## src/rtl/frame_rd_ctrl_pkg.sv

```systemverilog
// Shared definitions for the frame read path: default resolution, background
// colour and the RGB565 -> RGB888 expansion used by display and UART paths.
package frame_rd_ctrl_pkg;

  localparam int          H_DISP_DEF   = 800;
  localparam int          V_DISP_DEF   = 480;
  localparam logic [23:0] BG_COLOR_DEF = 24'h000000;

  // Widen each channel by replicating its MSBs into the new low bits.
  function automatic logic [23:0] rgb565_to_888_f(input logic [15:0] pix);
    return {pix[15:11], pix[15:13], pix[10:5], pix[10:9], pix[4:0], pix[4:2]};
  endfunction

endpackage

```

## src/rtl/frame_rd_ctrl_rgb565_to_888.sv

```systemverilog
// Combinational RGB565 to RGB888 expander, shared with the UART write path.
module rgb565_to_888
  import frame_rd_ctrl_pkg::*;
(
  input  logic [15:0] rgb565,
  output logic [23:0] rgb888
);

  assign rgb888 = rgb565_to_888_f(rgb565);

endmodule

```

## src/rtl/frame_rd_ctrl.sv

```systemverilog
// Pixel source for the display timing controller: streams a double-buffered
// RGB565 image from RAM at a fixed screen offset, background elsewhere.
module frame_rd_ctrl
  import frame_rd_ctrl_pkg::*;
#(
  parameter int          H_DISP   = H_DISP_DEF,
  parameter int          V_DISP   = V_DISP_DEF,
  parameter int          IMG_X    = 272,
  parameter int          IMG_Y    = 176,
  parameter int          IMG_W    = 256,
  parameter int          IMG_H    = 128,
  parameter int          ADDR_W   = 16,
  parameter logic [23:0] BG_COLOR = BG_COLOR_DEF
) (
  input  logic              Clk,
  input  logic              Reset,
  input  logic              Data_Req,
  input  logic              VGA_VS,
  input  logic              buf_sel,
  output logic [ADDR_W-1:0] ram_rd_addr,
  input  logic [15:0]       ram_rd_data,
  output logic [23:0]       DATA,
  output logic              frame_done,
  output logic              cur_buf
);

  localparam int                IMG_PIX   = IMG_W * IMG_H;
  localparam logic [10:0]       X_LO      = 11'(IMG_X);
  localparam logic [10:0]       X_HI      = 11'(IMG_X + IMG_W);
  localparam logic [10:0]       Y_LO      = 11'(IMG_Y);
  localparam logic [10:0]       Y_HI      = 11'(IMG_Y + IMG_H);
  localparam logic [10:0]       X_LAST    = 11'(H_DISP - 1);
  localparam logic [10:0]       Y_LAST    = 11'(V_DISP - 1);
  localparam logic [ADDR_W-1:0] PTR_LAST  = ADDR_W'(IMG_PIX - 1);
  localparam logic [ADDR_W-1:0] BUF1_BASE = ADDR_W'(IMG_PIX);

  logic [10:0]       x_cnt_r;
  logic [10:0]       y_cnt_r;
  logic [ADDR_W-1:0] ptr_r;
  logic              vs_d_r;

  logic              in_win_s;
  logic              consume_s;
  logic              eol_s;
  logic              eof_s;
  logic              resync_s;
  logic [ADDR_W-1:0] ptr_next_s;
  logic [ADDR_W-1:0] base_s;
  logic [23:0]       pix_s;

  // Window decode, frame events and lookahead read address.
  always_comb begin
    in_win_s   = 1'b0;
    consume_s  = 1'b0;
    eol_s      = 1'b0;
    eof_s      = 1'b0;
    resync_s   = 1'b0;
    ptr_next_s = '0;
    base_s     = '0;
    if ((x_cnt_r >= X_LO) && (x_cnt_r < X_HI) && (y_cnt_r >= Y_LO) && (y_cnt_r < Y_HI)) begin
      in_win_s = 1'b1;
    end else begin
      in_win_s = 1'b0;
    end
    consume_s = Data_Req & in_win_s;
    eol_s     = (x_cnt_r == X_LAST);
    eof_s     = Data_Req & eol_s & (y_cnt_r == Y_LAST);
    resync_s  = vs_d_r & ~VGA_VS;
    // Wrapping at the last image pixel keeps ptr inside the image.
    if (ptr_r == PTR_LAST) begin
      ptr_next_s = '0;
    end else begin
      ptr_next_s = ptr_r + ADDR_W'(1);
    end
    if (cur_buf) begin
      base_s = BUF1_BASE;
    end else begin
      base_s = '0;
    end
  end

  // Fetch one pixel ahead while consuming so RAM latency is hidden.
  assign ram_rd_addr = base_s + (consume_s ? ptr_next_s : ptr_r);

  rgb565_to_888 u_expand (
    .rgb565 (ram_rd_data),
    .rgb888 (pix_s)
  );

  assign DATA = in_win_s ? pix_s : BG_COLOR;

  // Raster position, image pointer and per-frame buffer latch.
  always_ff @(posedge Clk or posedge Reset) begin
    if (Reset) begin
      x_cnt_r    <= 11'd0;
      y_cnt_r    <= 11'd0;
      ptr_r      <= '0;
      vs_d_r     <= 1'b0;
      cur_buf    <= 1'b0;
      frame_done <= 1'b0;
    end else begin
      vs_d_r     <= VGA_VS;
      frame_done <= eof_s;
      if (resync_s || eof_s) begin
        x_cnt_r <= 11'd0;
        y_cnt_r <= 11'd0;
        ptr_r   <= '0;
        cur_buf <= buf_sel;
      end else if (Data_Req) begin
        if (eol_s) begin
          x_cnt_r <= 11'd0;
          y_cnt_r <= y_cnt_r + 11'd1;
        end else begin
          x_cnt_r <= x_cnt_r + 11'd1;
        end
        if (consume_s) begin
          ptr_r <= ptr_next_s;
        end
      end
    end
  end

endmodule

```

## config.mk

```make
export PLATFORM = sky130hd
export DESIGN_NAME = frame_rd_ctrl
export DESIGN_NICKNAME = d
export VERILOG_FILES = /design/src/rtl/frame_rd_ctrl_pkg.sv /design/src/rtl/frame_rd_ctrl_rgb565_to_888.sv /design/src/rtl/frame_rd_ctrl.sv
export SDC_FILE = /design/constraint.sdc
export NUM_CORES = 1
export LEC_CHECK = 0
export CORE_ASPECT_RATIO = 0.7
export CORE_MARGIN = 5
export CORE_UTILIZATION = 30
export CTS_BUF_LIST = sky130_fd_sc_hd__clkbuf_4 sky130_fd_sc_hd__clkbuf_8
export DETAILED_ROUTE_END_ITERATION = 12
export GPL_ROUTABILITY_DRIVEN = 0
export PLACE_DENSITY_LB_ADDON = 0.3
export REMOVE_ABC_BUFFERS = 1
export SYNTH_ARGS = -nofsm -noshare
export SYNTH_HDL_FRONTEND = slang
export SYNTH_SLANG_ARGS = --single-unit
```

## constraint.sdc

```tcl
create_clock -name Clk -period 3.3 [get_ports Clk]
set_input_delay 0.66 -clock Clk [delete_from_list [all_inputs] [get_ports Clk]]
set_output_delay 0.66 -clock Clk [all_outputs]
set_load 0.005 [all_outputs]
```

# Word level (Yosys, flattened, before mapping)
# Index checks and enable logic that the tools add are counted.
# word_totals
regBits	41
in_bits	21
output_inout_bits	42
wordCells	42
# op_classes
n_addsub	4
magnitude_cmp	4
n_eq_ne	3
mux	13
bitwise_logic	5
n_reduce_logical	7
# op_table
operator	n
16-bit 2-to-1 mux	5
11-bit 2-to-1 mux	6
24-bit 2-to-1 mux	1
11-bit by 1-bit adder with 11-bit output, second input constant	2
16-bit by 1-bit adder with 16-bit output, second input constant	1
16-bit adder	1
16-bit by 15-bit equality test with 1-bit output, second input constant	1
11-bit by 10-bit equality test with 1-bit output, second input constant	1
11-bit by 9-bit equality test with 1-bit output, second input constant	1
11-bit by 8-bit >= comparator with 1-bit output, second input constant	1
11-bit by 9-bit >= comparator with 1-bit output, second input constant	1
11-bit by 10-bit less-than comparator with 1-bit output, second input constant	1
11-bit by 9-bit less-than comparator with 1-bit output, second input constant	1
1-bit AND	4
2-bit nonzero test	2
1-bit logical AND	3
2-bit AND reduction	1
1-bit logical OR	1
1-bit 2-to-1 mux	1
1-bit NOT	1

# Logic depth before layout (Yosys ltp)
# logic_depth
word_depth	9
ltp_mapped	7
ltp_nobuf	6

# Modules after synthesis
# Synthesis repeated with hierarchy kept, for this count alone.
# hier_totals
hier_cells	312
hier_area_um2	2727.6
# modules_own_cells
mod	n_inst	cells_each	area_each_um2	seq_area_each_um2
frame_rd_ctrl	1	288	2547.4	1026.0
rgb565_to_888	1	24	180.2	0.0

# Least setup slack after synthesis
# Ideal clock, no wire load.
# synth_timing
path_kind	flip-flop to output port
start	register ptr_r[2]
end	output port ram_rd_addr[15]
t_arrival_ps	1754
t_required_ps	2640
slack_ps	886
stages_incl_launch_ff	6
n_path_buf	0
cell_sequence	dfrtp_1 -> nand3_1 -> or4_4 -> nor4_4 -> mux2i_1 -> xnor2_1
# synth_via
elab_chain_len	4
word_cells_on_any_way	5
cone_classes	2 x add/sub; 1 x eq/ne; 2 x mux
# synth_rtl
element	line_no	source
start, declared	frame_rd_ctrl.sv:39	logic [ADDR_W-1:0] ptr_r;
start signal, assigned	frame_rd_ctrl.sv:117	ptr_r <= ptr_next_s;
16-bit by 1-bit adder with 16-bit output or 16-bit by 15-bit equality test with 1-bit output (tied branches)	frame_rd_ctrl.sv:73, frame_rd_ctrl.sv:70	
16-bit 2-to-1 mux	frame_rd_ctrl.sv:70	if (ptr_r == PTR_LAST) begin
16-bit 2-to-1 mux *	-	
16-bit adder *	frame_rd_ctrl.sv:83	assign ram_rd_addr = base_s + (consume_s ? ptr_next_s : ptr_r);
end, declared	frame_rd_ctrl.sv:20	output logic [ADDR_W-1:0] ram_rd_addr,
# Every way passes the cells marked *; elsewhere a longest branch is shown, timed or not.

# Worst setup path after layout
# layout_timing
start	register x_cnt_r[4]
end	output port ram_rd_addr[3]
# layout_via
elab_chain_len	8
word_cells_on_any_way	9
cone_classes	1 x add/sub; 2 x order compare; 2 x mux; 1 x bitwise; 3 x reduce/logical
# layout_rtl
element	line_no	source
start, declared	frame_rd_ctrl.sv:37	logic [10:0] x_cnt_r;
start signal, assigned	frame_rd_ctrl.sv:114	x_cnt_r <= x_cnt_r + 11'd1;
11-bit by 9-bit >= comparator with 1-bit output or 11-bit by 10-bit less-than comparator with 1-bit output (tied branches)	frame_rd_ctrl.sv:60	if ((x_cnt_r >= X_LO) && (x_cnt_r < X_HI) && (y_cnt_r >= Y_LO) && (y_cnt_r < Y_HI)) begin
1-bit logical AND * (3 in a row)	frame_rd_ctrl.sv:60	
1-bit 2-to-1 mux *	frame_rd_ctrl.sv:60	
1-bit AND *	frame_rd_ctrl.sv:65	consume_s = Data_Req & in_win_s;
16-bit 2-to-1 mux *	-	
16-bit adder *	frame_rd_ctrl.sv:83	
# Marks and branches as above.

==> impl_metrics.env <==
export IMPL_ir_drop_uv=195
export IMPL_clockBufferDepth=2
export IMPL_crit_family="simple AND/OR/NAND/NOR gates"
export IMPL_dr_pass1_iters=4
export IMPL_power_switching_mw=0.248
export IMPL_worst_pin_slew_ps=800
export IMPL_synth_area_mm2=0.00270
export IMPL_cp_arrival_ps=2570
export IMPL_worstSetupPathType="register to output pin"
export IMPL_yosysWarnings=0
export IMPL_cts_sinks=41
export IMPL_min_path_type="register to register"
export IMPL_final_cell_mix="57 x clkdlybuf4s50_1, 36 x nand2_1, 36 x dfrtp_1, 36 x buf_4"
export IMPL_power_frac_seq=0.497
export IMPL_cts_tree="yes"
export IMPL_async_reset_ff_frac=1.00
export IMPL_crit_slowest_cell="or4_4"
export IMPL_power_mw=1.05
export IMPL_grt_pass1_vias=2585
export IMPL_intPower_mw=0.800
export IMPL_dp_hpwl_mm=5.99
export IMPL_hold_slack_ps=531
export IMPL_avgSynthCellArea_um2=8.80
export IMPL_start_util=0.302
export IMPL_finalCritPeriodShare=0.978
export IMPL_synth_top_cell_area_share=0.380
export IMPL_dp_cells=501
export IMPL_diodes=0
export IMPL_ios=63
export IMPL_die_y_um=89.4
export IMPL_placed_area_mm2=0.00356
export IMPL_cp_required_ps=2640
export IMPL_p_leak_nw=1.77
export IMPL_post_route_min_period_ps=3230
export IMPL_grt_pass1_wl_mm=13.0
export IMPL_setup_violations=0
export IMPL_layout_nets=425
export IMPL_grt_remaining_overflow=0
export IMPL_cts_root_buf="clkbuf_8"
export IMPL_switching_share=0.237
export IMPL_slew_headroom=0.467
export IMPL_cp_max_fo=6
export IMPL_p_comb_frac=0.086
export IMPL_fin_util=0.440
export IMPL_cap_violations=0
export IMPL_ant_nets=0
export IMPL_num_rows=29
export IMPL_hold_viol=0
export IMPL_cpPeakStageDelay_ps=540
export IMPL_htree_levels=2
export IMPL_viasPerCell=5.10
export IMPL_synthFlopType="dfrtp_1"
export IMPL_clock_latency_ps=300
export IMPL_totalWireLength_mm=8.07
export IMPL_power_density_mw_per_mm2=266
export IMPL_drtIter0Drc=255
export IMPL_layout_drive_gt1_share=0.195
export IMPL_numCtsBuffers=5
export IMPL_cts_clk_slew_worst_paths_ps=90
export IMPL_ys_top_cells_by_area="dfrtp_1 38%, nand2_1 5.1%, and3_1 5.1%"
export IMPL_status="completed"
export IMPL_fmax_mhz=310
export IMPL_vias=2670
export IMPL_cp_num_buf_inv=1
export IMPL_synth_cells=307
export IMPL_die_w_um=123
export IMPL_track_usage=0.149
export IMPL_synth_seq_cells=41
export IMPL_path_cells="nor4_4, mux2_4, nand3_4, or4_4, nand2_1, clkdlybuf4s50_1"
export IMPL_skew_ps=10.1
export IMPL_antenna_found_initial=0
export IMPL_ys_seq_area_frac=0.380
export IMPL_core_area_mm2=0.00893
export IMPL_routedWlPerCell_um=15.4
export IMPL_timing_critical_path_from_type="register"
export IMPL_synth_edff_count=0
export IMPL_synth_cell_types=44
export IMPL_final_area_mm2=0.00393
export IMPL_end_kind="output pin"
export IMPL_drc=0
export IMPL_slew_viol_final=0
export IMPL_power_frac_clock=0.416
export IMPL_syn_to_final_growth_pct=45.6
export IMPL_final_common_cell="clkdlybuf4s50_1"
export IMPL_grt_max_degree=42
export IMPL_synth_top_area_cell="dfrtp_1"
export IMPL_io_buffer_count=62
export IMPL_final_cell_count_no_fill=524
export IMPL_dieArea_mm2=0.0110
==> logic make-up after synthesis <==
family	count (synthesis)	share of synthesized area
xor gates and xnor gates	22	0.0714
adders and majority gates	5	0.0232
and+or+nand+nor	165	0.352
DFF	41	0.380
buffers and inverters	23	0.0450
AOI/OAI and AO/OA	43	0.0959
muxes	8	0.0324
==> stage by stage <==
step                      setup TNS [ps]  worst slack [ps]
after floorplan                        0               771
after global placement                 0              4.07
after detailed placement            -126             -64.7
after CTS                          -1.21             -1.21
after global routing               -19.6             -10.5
final                                  0              73.2
==> timing repair <==
item | CTS | global route
resized for setup | 8 | 27
endpoints found under the setup margin | 13 | 13
pin swaps | 3 | 6
setup buffers | 9 | 6
hold buffers | 0 | 0
==> registers in the layout (all words and copies together), names as in the netlist <==
| name | cells |
|---|---|
| frame_done | 1 |
| x_cnt_r | 11 |
| ptr_r | 16 |
| y_cnt_r | 11 |
| vs_d_r | 1 |
| cur_buf | 1 |
==> Yosys cell counts, types with 2 or more instances <==
| cell type | count |
|---|---|
| a21oi_1 | 17 |
| a22oi_1 | 3 |
| and2_1 | 7 |
| and3_1 | 22 |
| and4_1 | 2 |
| buf_2 | 4 |
| buf_4 | 8 |
| clkbuf_1 | 3 |
| dfrtp_1 | 41 |
| ha_1 | 5 |
| inv_1 | 8 |
| mux2_2 | 2 |
| mux2i_1 | 5 |
| nand2_1 | 37 |
| nand2b_1 | 2 |
| nand3_1 | 15 |
| nand4_1 | 12 |
| nand4b_1 | 2 |
| nor2_1 | 23 |
| nor3_1 | 7 |
| nor3b_1 | 4 |
| nor4_1 | 8 |
| nor4_2 | 2 |
| nor4_4 | 2 |
| nor4b_1 | 5 |
| o21ai_0 | 17 |
| or3_1 | 5 |
| or4_1 | 2 |
| or4_4 | 2 |
| xnor2_1 | 12 |
| xor2_1 | 10 |
==> power groups by stage <==
| stage | clock network (mW) | logic, mW | registers, mW |
|---|---|---|---|
| after global routing | 0.460 | 0.101 | 0.523 |
| after floorplan | 0 | 0.0397 | 0.528 |
| final | 0.436 | 0.0904 | 0.521 |
| after detailed placement | 0 | 0.0922 | 0.531 |
| after CTS | 0.443 | 0.0911 | 0.521 |
| after global placement | 0 | 0.0900 | 0.530 |
==> worst reg2reg max path, cell delays in order, from the launching register on <==
cell and delay, ps:
dfrtp_1 410, buf_4 160, or4_4 570, nor4_2 420, a21oi_1 360, and2_1 250
==> final timing paths <==
check,from,end,slack (ps),cells after the start
max in group asynchronous,Reset,y_cnt_r[9],2100,3
worst min register to register,cur_buf,cur_buf,530,2
min in group asynchronous,Reset,ptr_r[0],800,3
worst max register to register,x_cnt_r[5],ptr_r[2],1010,5
worst min-delay path,cur_buf,cur_buf,530,2
worst max-delay path,x_cnt_r[4],ram_rd_addr[3],70,6
==> cell type report <==
| cell class | instances | area, µm² |
|---|---|---|
| Fill cell | 887 | 4990 |
| Multi-Input combinational cell | 243 | 1680 |
| Sequential cell | 41 | 1030 |
| Timing Repair Buffer | 100 | 918 |
| Tap cell | 124 | 155 |
| Clock buffer | 6 | 82.6 |
| Clock inverter | 2 | 37.5 |
| Inverter | 8 | 30.0 |
==> layer usage <==
layer | vias up | track usage | routed length, µm
li1 | 1294 | - | -
met1 | 1266 | 0.231 | 4130
met2 | 101 | 0.205 | 3220
met3 | 9 | 0.0405 | 653
met4 | 0 | 0.0312 | 66
met5 | - | 0 | 0
Power figures use the tool's default switching activity.
